$ cat src/rtl/mgmt_register_bank.sv
// Byte-wide management register bank (idcode, IRQ status/enable, sticky errors, per-channel MDIO regs); define MGMT_IRQ_MASK_EN for a writable IRQ enable.
// Reads complete 1 cycle after rd_en; an idcode read stalls while idcode_valid=0 (up to WAIT_TIMEOUT cycles); rd_en during a pending read is dropped; writes never stall.
module mgmt_register_bank #(
    parameter int NUM_MDIO     = 2,
    parameter int NUM_IRQ      = 8,
    parameter int WAIT_TIMEOUT = 255
) (
    input  logic                   clk,
    input  logic                   rst_n,
    input  logic                   rd_en,
    input  logic [15:0]            rd_addr,
    output logic                   rd_valid,
    output logic [7:0]             rd_data,
    input  logic                   wr_en,
    input  logic [15:0]            wr_addr,
    input  logic [7:0]             wr_data,
    input  logic                   idcode_valid,
    input  logic [31:0]            idcode,
    input  logic [NUM_IRQ-1:0]     irq_src,
    output logic                   irq,
    input  logic [NUM_MDIO-1:0]    mdio_busy,
    input  logic [16*NUM_MDIO-1:0] mdio_rd_data,
    output logic [16*NUM_MDIO-1:0] mdio_wr_data,
    output logic [5*NUM_MDIO-1:0]  mdio_reg_addr,
    output logic [5*NUM_MDIO-1:0]  mdio_phy_addr,
    output logic [NUM_MDIO-1:0]    mdio_reg_rd,
    output logic [NUM_MDIO-1:0]    mdio_reg_wr
);
    localparam logic [7:0] TMO_LIMIT = 8'(WAIT_TIMEOUT);

    // Channel n lives at word address 0x12+n (byte address 0x48+4n).
    function automatic logic chan_hit(input logic [15:0] a, input int n);
        return a[15:2] == 14'(18 + n);
    endfunction

    logic                pending;
    logic [15:0]         lat_addr;
    logic [7:0]          stall_cnt;
    logic [NUM_IRQ-1:0]  src_q, status, irq_en, w1c;
    logic                timeout_flag, mdio_err;
    logic [NUM_MDIO-1:0] busy_lat;
    logic [15:0]         stat16, en16, rd_sel;
    logic [7:0]          rd_mux;
    logic                rd_go, rd_stall, rd_tmo, rd_done, ctrl_wr, err_set;

    always_comb begin
        stat16 = '0;
        stat16[NUM_IRQ-1:0] = status;
        en16 = '0;
`ifdef MGMT_IRQ_MASK_EN
        en16[NUM_IRQ-1:0] = irq_en;
`endif
        rd_sel   = pending ? lat_addr : rd_addr;
        rd_go    = pending | rd_en;
        rd_stall = rd_go && (rd_sel[15:2] == 14'h0) && !idcode_valid;
        rd_tmo   = rd_stall && (stall_cnt == TMO_LIMIT);
        rd_done  = rd_go && (!rd_stall || rd_tmo);
        case (rd_sel)
            16'h0000: rd_mux = idcode[31:24];
            16'h0001: rd_mux = idcode[23:16];
            16'h0002: rd_mux = idcode[15:8];
            16'h0003: rd_mux = idcode[7:0];
            16'h0020: rd_mux = stat16[7:0];
            16'h0021: rd_mux = stat16[15:8];
            16'h0022: rd_mux = en16[7:0];
            16'h0023: rd_mux = en16[15:8];
            16'h0024: rd_mux = {6'b0, mdio_err, timeout_flag};
            default:  rd_mux = 8'h00;
        endcase
        for (int n = 0; n < NUM_MDIO; n++) begin
            if (chan_hit(rd_sel, n)) begin
                case (rd_sel[1:0])
                    2'd0:    rd_mux = mdio_rd_data[16*n +: 8];
                    2'd1:    rd_mux = mdio_rd_data[16*n+8 +: 8];
                    2'd2:    rd_mux = 8'h00;
                    default: rd_mux = {busy_lat[n], 7'b0};
                endcase
            end
        end
    end

    always_comb begin
        ctrl_wr = wr_en && (wr_addr == 16'h0024);
        err_set = 1'b0;
        for (int n = 0; n < NUM_MDIO; n++) begin
            if (wr_en && chan_hit(wr_addr, n) && (wr_addr[1:0] == 2'd3) && mdio_busy[n])
                err_set = 1'b1;
        end
        for (int i = 0; i < NUM_IRQ; i++) begin
            w1c[i] = wr_en && (wr_addr == ((i < 8) ? 16'h0020 : 16'h0021)) && wr_data[i % 8];
        end
    end

    always_ff @(posedge clk or negedge rst_n) begin
        if (!rst_n) begin
            pending   <= 1'b0;
            lat_addr  <= '0;
            stall_cnt <= '0;
            rd_valid  <= 1'b0;
            rd_data   <= '0;
            busy_lat  <= '0;
        end else begin
            rd_valid <= rd_done;
            if (rd_done) begin
                pending   <= 1'b0;
                stall_cnt <= '0;
                rd_data   <= rd_tmo ? 8'hFF : rd_mux;
            end else if (rd_stall) begin
                pending   <= 1'b1;
                lat_addr  <= rd_sel;
                stall_cnt <= stall_cnt + 8'd1;
            end
            for (int n = 0; n < NUM_MDIO; n++) begin
                if (rd_done && chan_hit(rd_sel, n) && (rd_sel[1:0] == 2'd0))
                    busy_lat[n] <= mdio_busy[n];
            end
        end
    end

    // Set terms are ORed in last so a coincident clear loses.
    always_ff @(posedge clk or negedge rst_n) begin
        if (!rst_n) begin
            src_q        <= '0;
            status       <= '0;
            irq          <= 1'b0;
            timeout_flag <= 1'b0;
            mdio_err     <= 1'b0;
        end else begin
            src_q        <= irq_src;
            status       <= (status & ~w1c) | (irq_src & ~src_q);
            irq          <= |(status & irq_en);
            timeout_flag <= rd_tmo | (timeout_flag & ~(ctrl_wr & wr_data[0]));
            mdio_err     <= err_set | (mdio_err & ~(ctrl_wr & wr_data[1]));
        end
    end

`ifdef MGMT_IRQ_MASK_EN
    always_ff @(posedge clk or negedge rst_n) begin
        if (!rst_n) begin
            irq_en <= '0;
        end else begin
            for (int i = 0; i < NUM_IRQ; i++) begin
                if (wr_en && (wr_addr == ((i < 8) ? 16'h0022 : 16'h0023)))
                    irq_en[i] <= wr_data[i % 8];
            end
        end
    end
`else
    assign irq_en = '1;
`endif

    always_ff @(posedge clk or negedge rst_n) begin
        if (!rst_n) begin
            mdio_wr_data  <= '0;
            mdio_reg_addr <= '0;
            mdio_phy_addr <= '0;
            mdio_reg_rd   <= '0;
            mdio_reg_wr   <= '0;
        end else begin
            mdio_reg_rd <= '0;
            mdio_reg_wr <= '0;
            for (int n = 0; n < NUM_MDIO; n++) begin
                if (wr_en && chan_hit(wr_addr, n)) begin
                    case (wr_addr[1:0])
                        2'd0: mdio_wr_data[16*n +: 8]   <= wr_data;
                        2'd1: mdio_wr_data[16*n+8 +: 8] <= wr_data;
                        2'd2: begin
                            mdio_reg_addr[5*n +: 5] <= wr_data[4:0];
                            mdio_phy_addr[5*n +: 3] <= wr_data[7:5];
                        end
                        default: begin
                            mdio_phy_addr[5*n+3 +: 2] <= wr_data[1:0];
                            mdio_reg_rd[n] <= wr_data[5] & ~mdio_busy[n];
                            mdio_reg_wr[n] <= wr_data[6] & ~mdio_busy[n];
                        end
                    endcase
                end
            end
        end
    end
endmodule

$ cat config.mk
export PLATFORM = sky130hd
export DESIGN_NAME = mgmt_register_bank
export DESIGN_NICKNAME = d
export VERILOG_FILES = /design/src/rtl/mgmt_register_bank.sv
export SDC_FILE = /design/constraint.sdc
export NUM_CORES = 1
export LEC_CHECK = 0
export ABC_CLOCK_PERIOD_IN_PS = 2050
export CAP_MARGIN = 20
export CORE_ASPECT_RATIO = 2
export CORE_UTILIZATION = 35
export DETAILED_ROUTE_END_ITERATION = 10
export PLACE_DENSITY_LB_ADDON = 0.2
export SETUP_SLACK_MARGIN = 0.15
export SYNTH_ARGS = -nofsm -noshare
export SYNTH_HDL_FRONTEND = slang
export SYNTH_SLANG_ARGS = --single-unit
$ cat constraint.sdc
create_clock -name clk -period 2.05 [get_ports clk]
set_clock_uncertainty 0.15 [all_clocks]
set_input_delay 0.3075 -clock clk [delete_from_list [all_inputs] [get_ports clk]]
set_output_delay 0.3075 -clock clk [all_outputs]
set_load 0.01 [all_outputs]
==> impl_results.md <==
- Status: complete, but fails checks
- Failing checks: setup timing
- IR drop worst, VDD: slightly below 0.6 mV
- Hold Crit Class: input port to flip-flop
- Clk buf depth: 2
- Final core utilization: 60.6%
- Post-synth EDFFs: 0
- Final Net Count: 816
- ANT cells: 0
- Critical Path Start: pending
- Fmax: 436 MHz
- Rel. slew slack: between 60% and 70%
- Simple-gate portion of the synthesized area: ~14%
- Leading area contributor after synthesis: dfrtp_1
- Num Clock Sinks: 111
- # port buffers: 184
- H-tree levels: 3
- Data required, critical path: 2.12 ns
- Leak Pwr: 0.00380 uW
- Area share of xor/xnor cells in the synthesized design: 0.344%
- Post-synth cell types: 54
- Fin. max-slew vios: 0
- Max Cap Viol: 0
- Post-route cell area: 0.00864 sq mm
- Final Instance Count excl. Fillers: 892
- CTS buffer count: 9
- Top-area cell type share of the netlist area: 54.6%
- Overflow after GRT: 0
- Ys flop type: dfrtp_1
- I/O pin total: 185
- Power per cell area: 516 mW/mm^2
- First-pass GRT wire length: around 25 mm
- Drt drc: 0
- Part of the cycle the worst path needs: 112%
- HPWL Detailed: 12.7 mm
- Critical path class: flip-flop to flip-flop
- Final setup margin: -0.245 ns
- Flops & latches, synth: 111
- Vias in the first global route: 4886
- Async SR Flop Fraction: 100%
- Total wire length: 16.7 mm
- Adder-cell share of the synthesized area: 0.246%
- Die area: ~0.015 sq mm
- Reg-to-reg slack, setup: -0.24 ns
- Largest family of logic cells by synthesized area: multiplexers
- RSZ-0062 raised after global routing: yes
- Pre-CTS WS: -0.754 ns
- Top post-synthesis cells by area: dfrtp_1, mux2_2, nand2_1
- Remaining antenna violation count: 0
- Width of the die: 87.3 microns
- Syn nets: 550
- Crit path capture type: flip-flop
- Number of vias per cell: between 5 and 6
- Worst Setup EP: rd_data[7]
- Total GRT Usage: 22.1%
- Worst-path fanout max: 9
- Layout area overhead: 69.8%
- Placed insts: 863
- Synth Area in Compound Gates: 11.8%
- Worst r2r src: pending
- Initial antenna violation count: 0
- CP Launch Type: flip-flop
- # setup viols final: 72
- Setup TNS: -8.44 ns
- Area of the mapped netlist: approximately 0.0051 sq mm
- Worst-Margin Slew: 0.564 ns
- Die Y: 173 microns
- Seq/Total Area, Yosys: 54.6%
- Largest net degree at the start of global routing: 42
- Proportion of layout cells with a drive suffix above 1: 32.3%
- Top-count cell post-synth: dfrtp_1
- Vias: 4523
- Mapped Cells: 430
- Clock root buffer: clkbuf_16
- Post-synth top cells: dfrtp_1, mux2_2, nand2_1
- Later-pin clock latency in the skew report: 0.33 ns
- Crit path DAT: 2.37 ns
- Final Hold Vio Count: 0
- Placed inst area: 0.00788 sq mm
- Yosys warns: 0
- Worst Hold Depth: 1
- R2R depth: 9
- Wire per inst: about 19 microns
- Reg2reg end: rd_data[7]
- CTS tree: done
- Core Box Area: 0.0143 sq mm
- Mux cell area share after synthesis: 16.7%
- Clock transition at path regs: 0.07 ns
- 1st-pass router iterations: 5
- 1st-iter DRT viols: 137
- Routability cong.: between 0.8 and 0.9
- Initial core utilization: 35.7%
- Fin crit period: 2.29 ns
- Cell Rows: 62
- Mapped Avg Cell Area: 11.8 sq um
kinds of logic (layout without fill, tap and decap cells):
family                   Yosys count  after routing
AND/OR/NAND/NOR                  134            134
flip-flops                       111            111
multiplexers                      73             73
buffers and inverters             27            297
AO/OA/AOI/OAI                     82             82
XOR/XNOR                           2              2
adder cells (fa/ha/maj)            1              1
cell usage in the layout, fill, tap and decap left out, types with 5 or more instances in the layout:
| cell type | netlist | final |
|---|---|---|
| dfrtp_1 | 111 | 110 |
| buf_4 | 0 | 61 |
| mux2_2 | 55 | 14 |
| clkdlybuf4s50_1 | 0 | 170 |
| nor2_4 | 0 | 10 |
| dlygate4sd2_1 | 0 | 5 |
| buf_12 | 0 | 9 |
| mux2i_1 | 9 | 8 |
| a22oi_1 | 9 | 7 |
| buf_6 | 1 | 16 |
| mux2_4 | 8 | 49 |
| nand3_1 | 6 | 5 |
| a31oi_1 | 7 | 6 |
| inv_1 | 10 | 10 |
| nor3b_1 | 6 | 5 |
| clkbuf_16 | 0 | 10 |
| nand2_1 | 37 | 37 |
| a222oi_1 | 6 | 6 |
| or3_4 | 0 | 5 |
| nor2_2 | 4 | 5 |
| o22ai_1 | 6 | 6 |
| nand4_1 | 6 | 6 |
| a22o_1 | 11 | 10 |
| and2_1 | 15 | 15 |
| a21oi_1 | 16 | 13 |
| nor2_1 | 26 | 15 |
flip-flops by register name, summed over array words and instances (netlist names):
name           cells
busy_lat           2
irq                1
lat_addr          16
mdio_err           1
mdio_phy_addr     10
mdio_reg_addr     10
mdio_reg_rd        2
mdio_reg_wr        2
mdio_wr_data      32
pending            1
rd_data            8
rd_valid           1
src_q              8
stall_cnt          8
status             8
timeout_flag       1
through the flow:
| stage | hold slack, ns | power, uW |
|---|---|---|
| after floorplan | -0.138 | 2420 |
| after global placement | 0.165 | 2840 |
| after detailed placement | 0.186 | 2850 |
| after CTS | 0.283 | 4490 |
| after global routing | 0.289 | 4630 |
| final | 0.299 | 4460 |
metal layers:
metal | global-route usage [%] | share of wire (%) | vias up
met3 | 4.30 | 5.1 | 22
met5 | 0 | 0 | -
li1 | - | - | 2111
met4 | 6.56 | 2.0 | 0
met1 | 23.8 | 36 | 2237
met2 | 41.8 | 57 | 153
repair_timing:
item                                    4_1_cts  5_1_grt
hold buffers                                  1        0
resized for setup                            86       46
endpoints found under the setup margin      102       86
setup buffers                                 3        7
gates cloned                                  0        3
endpoints found under the hold margin        37        0
pin swaps                                    14       11
area by class of cell:
cell class,instances,area (sq um)
clock buffers,11,243
flip-flops and latches,111,2780
repair buffers,271,2660
well taps,192,240
fillers,1210,5630
inverters,11,48.8
multi-input cells,292,2640
clock inverters,4,31.3
report_power, final:
part / internal, uW / leakage [uW] / total (uW) / switching, uW
logic: 355 / 0.00220 / 609 / 254
registers: 2210 / 0.00147 / 2220 / 13.3
clock network: 859 / 0.000130 / 1620 / 766
worst min path at each step:
stage / start / to / slack, ns
floorplan: rst_n / busy_lat[0] / -0.14
finish: irq_src[7] / src_q[7] / 0.30
CTS: irq_src[2] / src_q[2] / 0.28
global placement: rst_n / irq / 0.17
global route: irq_src[2] / src_q[2] / 0.29
detailed placement: rst_n / irq / 0.19
worst max-delay path: stages, from the launching register on:
cell	delay, ns
dfrtp_2	0.45
buf_4	0.15
buf_6	0.13
or3_4	0.38
a22o_4	0.25
nor2_4	0.10
buf_6	0.12
a31oi_4	0.10
buf_8	0.18
o32a_1	0.17
(Power assumes the default switching activity.)
